==> src/rtl/gcd_pkg.sv <==
// Shared types and select encodings for the GCD controller slice.
// Latency/backpressure: none, declarations only.
// Optional timeout feature is controlled by GCD_TIMEOUT_EN.
package gcd_pkg;

  typedef enum logic [2:0] {
    S_IDLE,
    S_LOAD_A,
    S_LOAD_B,
    S_RUN,
    S_DONE
  } state_t;

  localparam logic SEL_A   = 1'b1;
  localparam logic SEL_B   = 1'b0;
  localparam logic BUS_DIN = 1'b0;
  localparam logic BUS_SUB = 1'b1;

endpackage

==> src/rtl/gcd_ctrl_fsm_if.sv <==
// Control/handshake bundle between the GCD controller, its datapath and the system.
// Latency: wires only; backpressure is carried by op_valid/op_ready and res_ack.
// Optional timeout feature (err) is controlled by GCD_TIMEOUT_EN.
interface gcd_ctrl_fsm_if #(
  parameter int CNT_W = 16
);
  logic             start;
  logic             op_valid;
  logic             op_ready;
  logic             lt;
  logic             gt;
  logic             eq;
  logic             res_ack;
  logic             sel1;
  logic             sel2;
  logic             sel_in;
  logic             ldA;
  logic             ldB;
  logic             busy;
  logic             done;
  logic             err;
  logic [CNT_W-1:0] iter_cnt;

  // System plus datapath side.
  modport master (
    output start, op_valid, lt, gt, eq, res_ack,
    input  op_ready, sel1, sel2, sel_in, ldA, ldB, busy, done, err, iter_cnt
  );

  // Controller side.
  modport slave (
    input  start, op_valid, lt, gt, eq, res_ack,
    output op_ready, sel1, sel2, sel_in, ldA, ldB, busy, done, err, iter_cnt
  );
endinterface

==> src/rtl/gcd_iter_counter.sv <==
// Saturating subtract counter with clear; limit compare present only with GCD_TIMEOUT_EN.
// Latency: count visible the cycle after inc; clear has priority over inc.
// Backpressure: none, the controller decides when to increment.
module gcd_iter_counter #(
  parameter int CNT_W    = 16,
  parameter int MAX_ITER = 1024
) (
  input  logic             clk,
  input  logic             rst_n,
  input  logic             clr,
  input  logic             inc,
`ifdef GCD_TIMEOUT_EN
  output logic             limit_hit,
`endif
  output logic [CNT_W-1:0] cnt
);

  always_ff @(posedge clk) begin
    if (!rst_n) begin
      cnt <= '0;
    end else if (clr) begin
      cnt <= '0;
    end else if (inc && (cnt != {CNT_W{1'b1}})) begin
      cnt <= cnt + 1'b1;
    end
  end

`ifdef GCD_TIMEOUT_EN
  assign limit_hit = (cnt == CNT_W'(MAX_ITER));
`else
  localparam int max_iter_unused = MAX_ITER;
`endif

endmodule

==> src/rtl/gcd_ctrl_fsm.sv <==
// Control FSM for the subtractive GCD datapath: load A, load B, subtract until eq, hold done until res_ack.
// Latency: 2 load cycles (min) + N subtracts + 1 eq-detect cycle to done.
// Backpressure: waits on op_valid in load states and on res_ack in S_DONE; GCD_TIMEOUT_EN adds an iteration limit.
module gcd_ctrl_fsm
  import gcd_pkg::*;
#(
  parameter int CNT_W    = 16,
  parameter int MAX_ITER = 1024
) (
  input  logic          clk,
  input  logic          rst_n,
  gcd_ctrl_fsm_if.slave bus
);

  state_t           state;
  state_t           state_nxt;
  logic             cnt_clr;
  logic             cnt_inc;
  logic             err_set;
  logic             limit_hit;
  logic [CNT_W-1:0] cnt;

  gcd_iter_counter #(
    .CNT_W    (CNT_W),
    .MAX_ITER (MAX_ITER)
  ) u_iter_counter (
    .clk       (clk),
    .rst_n     (rst_n),
    .clr       (cnt_clr),
    .inc       (cnt_inc),
`ifdef GCD_TIMEOUT_EN
    .limit_hit (limit_hit),
`endif
    .cnt       (cnt)
  );

`ifndef GCD_TIMEOUT_EN
  assign limit_hit = 1'b0;
`endif

  assign bus.iter_cnt = cnt;

  always_ff @(posedge clk) begin
    if (!rst_n) begin
      state <= S_IDLE;
    end else begin
      state <= state_nxt;
    end
  end

  // Mealy outputs: loads follow op_valid / flags in the same cycle.
  always_comb begin
    state_nxt    = state;
    cnt_clr      = 1'b0;
    cnt_inc      = 1'b0;
    err_set      = 1'b0;
    bus.op_ready = 1'b0;
    bus.sel1     = SEL_B;
    bus.sel2     = SEL_B;
    bus.sel_in   = BUS_DIN;
    bus.ldA      = 1'b0;
    bus.ldB      = 1'b0;
    bus.busy     = 1'b0;
    bus.done     = 1'b0;

    case (state)
      S_IDLE: begin
        if (bus.start) begin
          state_nxt = S_LOAD_A;
          cnt_clr   = 1'b1;
        end
      end
      S_LOAD_A: begin
        bus.busy     = 1'b1;
        bus.op_ready = 1'b1;
        if (bus.op_valid) begin
          bus.ldA   = 1'b1;
          state_nxt = S_LOAD_B;
        end
      end
      S_LOAD_B: begin
        bus.busy     = 1'b1;
        bus.op_ready = 1'b1;
        if (bus.op_valid) begin
          bus.ldB   = 1'b1;
          state_nxt = S_RUN;
        end
      end
      S_RUN: begin
        bus.busy   = 1'b1;
        bus.sel_in = BUS_SUB;
        if (bus.eq) begin
          state_nxt = S_DONE;
        end else if (limit_hit) begin
          state_nxt = S_DONE;
          err_set   = 1'b1;
        end else if (bus.gt) begin
          bus.sel1 = SEL_A;
          bus.sel2 = SEL_B;
          bus.ldA  = 1'b1;
          cnt_inc  = 1'b1;
        end else if (bus.lt) begin
          bus.sel1 = SEL_B;
          bus.sel2 = SEL_A;
          bus.ldB  = 1'b1;
          cnt_inc  = 1'b1;
        end
      end
      S_DONE: begin
        bus.done = 1'b1;
        if (bus.res_ack) begin
          state_nxt = S_IDLE;
        end
      end
      default: state_nxt = S_IDLE;
    endcase

    // A reset cycle must never load the datapath or signal the system.
    if (!rst_n) begin
      state_nxt    = S_IDLE;
      cnt_clr      = 1'b0;
      cnt_inc      = 1'b0;
      err_set      = 1'b0;
      bus.op_ready = 1'b0;
      bus.sel1     = 1'b0;
      bus.sel2     = 1'b0;
      bus.sel_in   = 1'b0;
      bus.ldA      = 1'b0;
      bus.ldB      = 1'b0;
      bus.busy     = 1'b0;
      bus.done     = 1'b0;
    end
  end

`ifdef GCD_TIMEOUT_EN
  logic err_q;

  always_ff @(posedge clk) begin
    if (!rst_n) begin
      err_q <= 1'b0;
    end else if (cnt_clr) begin
      err_q <= 1'b0;
    end else if (err_set) begin
      err_q <= 1'b1;
    end
  end

  assign bus.err = err_q;
`else
  assign bus.err = 1'b0;
  logic err_set_unused;
  assign err_set_unused = err_set;
`endif

endmodule

==> src/flat_wrapper.sv <==
// flat-port wrapper written by rule: the top's interface ports become plain ports
module gcd_ctrl_fsm_flat import gcd_pkg::*;
#(
  parameter int CNT_W    = 16,
  parameter int MAX_ITER = 1024
)
  (clk, rst_n, bus_start, bus_op_valid, bus_lt, bus_gt, bus_eq, bus_res_ack, bus_op_ready, bus_sel1, bus_sel2, bus_sel_in, bus_ldA, bus_ldB, bus_busy, bus_done, bus_err, bus_iter_cnt);
  gcd_ctrl_fsm_if #(.CNT_W(CNT_W)) bus_i ();
  input  logic clk;
  input  logic rst_n;
  input wire logic [$bits(bus_i.start)-1:0] bus_start;
  input wire logic [$bits(bus_i.op_valid)-1:0] bus_op_valid;
  input wire logic [$bits(bus_i.lt)-1:0] bus_lt;
  input wire logic [$bits(bus_i.gt)-1:0] bus_gt;
  input wire logic [$bits(bus_i.eq)-1:0] bus_eq;
  input wire logic [$bits(bus_i.res_ack)-1:0] bus_res_ack;
  output wire logic [$bits(bus_i.op_ready)-1:0] bus_op_ready;
  output wire logic [$bits(bus_i.sel1)-1:0] bus_sel1;
  output wire logic [$bits(bus_i.sel2)-1:0] bus_sel2;
  output wire logic [$bits(bus_i.sel_in)-1:0] bus_sel_in;
  output wire logic [$bits(bus_i.ldA)-1:0] bus_ldA;
  output wire logic [$bits(bus_i.ldB)-1:0] bus_ldB;
  output wire logic [$bits(bus_i.busy)-1:0] bus_busy;
  output wire logic [$bits(bus_i.done)-1:0] bus_done;
  output wire logic [$bits(bus_i.err)-1:0] bus_err;
  output wire logic [$bits(bus_i.iter_cnt)-1:0] bus_iter_cnt;
  assign bus_i.start = bus_start;
  assign bus_i.op_valid = bus_op_valid;
  assign bus_i.lt = bus_lt;
  assign bus_i.gt = bus_gt;
  assign bus_i.eq = bus_eq;
  assign bus_i.res_ack = bus_res_ack;
  assign bus_op_ready = bus_i.op_ready;
  assign bus_sel1 = bus_i.sel1;
  assign bus_sel2 = bus_i.sel2;
  assign bus_sel_in = bus_i.sel_in;
  assign bus_ldA = bus_i.ldA;
  assign bus_ldB = bus_i.ldB;
  assign bus_busy = bus_i.busy;
  assign bus_done = bus_i.done;
  assign bus_err = bus_i.err;
  assign bus_iter_cnt = bus_i.iter_cnt;
  gcd_ctrl_fsm #(.CNT_W(CNT_W), .MAX_ITER(MAX_ITER)) u_core (.clk(clk), .rst_n(rst_n), .bus(bus_i));
endmodule
==> config.mk <==
export PLATFORM = sky130hd
export DESIGN_NAME = gcd_ctrl_fsm_flat
export DESIGN_NICKNAME = d
export VERILOG_FILES = /design/src/rtl/gcd_pkg.sv /design/src/rtl/gcd_ctrl_fsm_if.sv /design/src/rtl/gcd_iter_counter.sv /design/src/rtl/gcd_ctrl_fsm.sv /design/src/flat_wrapper.sv
export SDC_FILE = /design/constraint.sdc
export NUM_CORES = 1
export LEC_CHECK = 0
export CELL_PAD_IN_SITES_DETAIL_PLACEMENT = 1
export CELL_PAD_IN_SITES_GLOBAL_PLACEMENT = 1
export CORE_MARGIN = 8
export CORE_UTILIZATION = 36
export CTS_CLUSTER_DIAMETER = 100
export CTS_CLUSTER_SIZE = 12
export DETAILED_ROUTE_END_ITERATION = 12
export PLACE_DENSITY_LB_ADDON = 0.2
export RECOVER_POWER = 50
export SLEW_MARGIN = 20
export SYNTH_ARGS = -nofsm -noshare
export SYNTH_HDL_FRONTEND = slang
export SYNTH_SLANG_ARGS = --single-unit
==> constraint.sdc <==
create_clock -name clk -period 3.1 [get_ports clk]
set_clock_uncertainty 0.05 [all_clocks]
set_input_delay 0.62 -clock clk [delete_from_list [all_inputs] [get_ports clk]]
set_output_delay 0.62 -clock clk [all_outputs]
set_load 0.005 [all_outputs]
==> metrics <==
outcome complete, no violations; Post-synth top cells dfxtp_1, nor2_1, nand2_1, xnor2_1, mux2i_1; Die Y 71.4 um; max cap viols 0; I/O Pins 33; number of global-route vias before repair between 1,000 and 1,500; initial antenna violation count 0; relative slew slack roughly 66%; final slew viol count 0; synth unique cells 42; largest net degree at the start of global routing 13; delay of the slowest critical-path stage about 0.69 ns; Critical Path Fanout Max 6; Syn Area/Cell approximately 8.4 um^2; area share of the largest cell type after synthesis 34.4%; critical path type primary input to output pin; post-synthesis sequential area ratio ~34%; synthesized netlist net count 140; RePlAce Congestion around 0.75; synth warn 0; GRT Total Usage around 13%; pwr dens between 200 and 300 nW/um^2; Fmax around 0.33 GHz; sequential cell area approximately 380 um^2; synthesized flop and latch total 19; CTS tree yes; Final setup viols 0; Fillers between 300 and 400; die area a little over 5000 um^2; core footprint ~3000 um^2; PnR worst setup slack around 0.11 ns; hold_buf cts 0; drt wl/cell 16.2 um; CTS Buf Count 3; crit path launch type primary input; fin crit period around 3.0 ns; Vias approximately 1,100; Longest Clk Path Bufs 2; Max rail drop VDD approximately 0.16 mV; multi-input logic area 687 um^2; clk_lat worst skew 0.30 ns; RSZ-0062 raised after global routing false; area of the mapped netlist roughly 1100 um^2; min-delay worst type flip-flop to flip-flop; setup TNS 0 ns; first-pass GRT wire length around 5300 um; clock sink count 19; antenna viol nets, final 0; cell taking the most area after synthesis dfxtp_1; Final HPWL DP about 2500 um; IO buf count 31; post_cts resized 0; CTS H-Tree Depth 1; Antenna Cells 0; ranking of synthesized cells by area dfxtp_1, nor2_1, xnor2_1; most frequent cell after synthesis dfxtp_1; grt total ovfl 0; Initial Util between 30% and 40%; number of detailed-route iterations in the first pass 4; CP max stage cell dlygate4sd3_1; Syn-to-layout area delta 33.3%; number of synthesized flops with an enable pin 0; final hold violations 0; Syn Inst Count roughly 130; Synth async-reset ratio 0%; sequence of cells on the critical path dlygate4sd3_1 -> nand4b_4 -> nor4b_1 -> clkdlybuf4s50_1; worst-margin pin slew slightly above 0.5 ns; CP arrival between 2 and 2.5 ns; Post-CTS Setup Repair Bufs 0; # DRC 0; ratio of cells with drive above 1 in the final layout 9.82%; clk slew on worst S/H paths 0.11 ns; Vias/cell 5.65; P_leak 0.584 nW; Required @ worst endpoint about 2.4 ns; 1st-iter DRT viols 55; Die Wd roughly 70 um; final wirelength roughly 3200 um; Total Nets Final 173; final worst-path cycle share a little over nine tenths; root buf cell clkbuf_4; nature of the critical path endpoint output pin; post-place setup slack between 0.1 and 0.15 ns; # rows 20; commonest register cell after synthesis dfxtp_1
[per-layer routing]
metal | track usage (%) | wire [um] | up-vias
li1 | - | - | 538
met1 | 13.5 | 1360 | 544
met2 | 21.7 | 1580 | 20
met3 | 4.04 | 169 | 6
met4 | 6.00 | 59 | 0
met5 | 0 | 0 | -
[metrics by stage]
stage | util, % | instance area (um^2) | power (mW) | instances | hold WS [ns]
final | 49.5 | 1470 | 0.438 | 196 | 0.460
after global routing | 49.5 | 1470 | 0.457 | 196 | 0.478
after CTS | 49.6 | 1480 | 0.444 | 196 | 0.464
after detailed placement | 48.7 | 1450 | 0.315 | 192 | 0.438
after global placement | 48.7 | 1450 | 0.312 | 192 | 0.434
after floorplan | - | 1100 | 0.285 | 131 | 0.422
[cell families (layout without fill, tap and decap cells)]
| group | after synthesis | count (layout) | synth area share (%) |
|---|---|---|---|
| buffers and inverters | 9 | 41 | 4.08 |
| other | 1 | 1 | 0.339 |
| xor gates and xnor gates | 9 | 9 | 7.14 |
| and+or+nand+nor | 69 | 69 | 37.1 |
| adders and majority gates | 1 | 1 | 1.13 |
| DFF | 19 | 19 | 34.4 |
| AOI/OAI and AO/OA | 17 | 17 | 10.3 |
| muxes | 6 | 6 | 5.44 |
[power breakdown]
part           internal [mW]  total (mW)  switching [mW]
Clock                 0.0481       0.131          0.0824
Combinational         0.0267      0.0520          0.0252
Sequential             0.246       0.256         0.00926
Total                  0.321       0.438           0.117
[worst paths after layout]
kind                                              from                                         end  slack [ns]  cells after the start
max                                              rst_n                                    bus_sel2        0.11                      4
max reg2reg               u_core.state[0]$_SDFFE_PN0P_  u_core.u_iter_counter.cnt[14]$_SDFFE_PP0P_        0.83                      5
min reg2reg  u_core.u_iter_counter.cnt[3]$_SDFFE_PP0P_   u_core.u_iter_counter.cnt[3]$_SDFFE_PP0P_        0.46                      1
min          u_core.u_iter_counter.cnt[3]$_SDFFE_PP0P_   u_core.u_iter_counter.cnt[3]$_SDFFE_PP0P_        0.46                      1
[flip-flops by register name (all words and copies together) (netlist names)]
name	cells
u_core.state	3
u_core.u_iter_counter.cnt	16
[worst max-delay path, delay by kind of cell]
family | cells | cell delay, ns
AND/OR/NAND/NOR | 2 | 0.45
buffers and inverters | 2 | 1.25
[cells in the final DEF, fill, tap and decap left out, types with 5 or more instances in the layout]
cell type,synthesis,final
nand2_1,14,14
nor2_1,17,17
a21oi_1,5,5
dfxtp_1,19,19
xnor2_1,7,7
clkdlybuf4s50_1,0,13
mux2i_1,6,6
dlygate4sd3_1,0,18
[cell type report]
class                      instances  share of cell area (%)
tap                               33                    2.80
inverter                           4                    1.02
multi-input combinational        103                    46.6
timing repair buffer              33                    21.8
sequential                        19                    25.8
clock inverter                     1                   0.340
clock buffer                       3                    1.53
(Power assumes the default switching activity.)
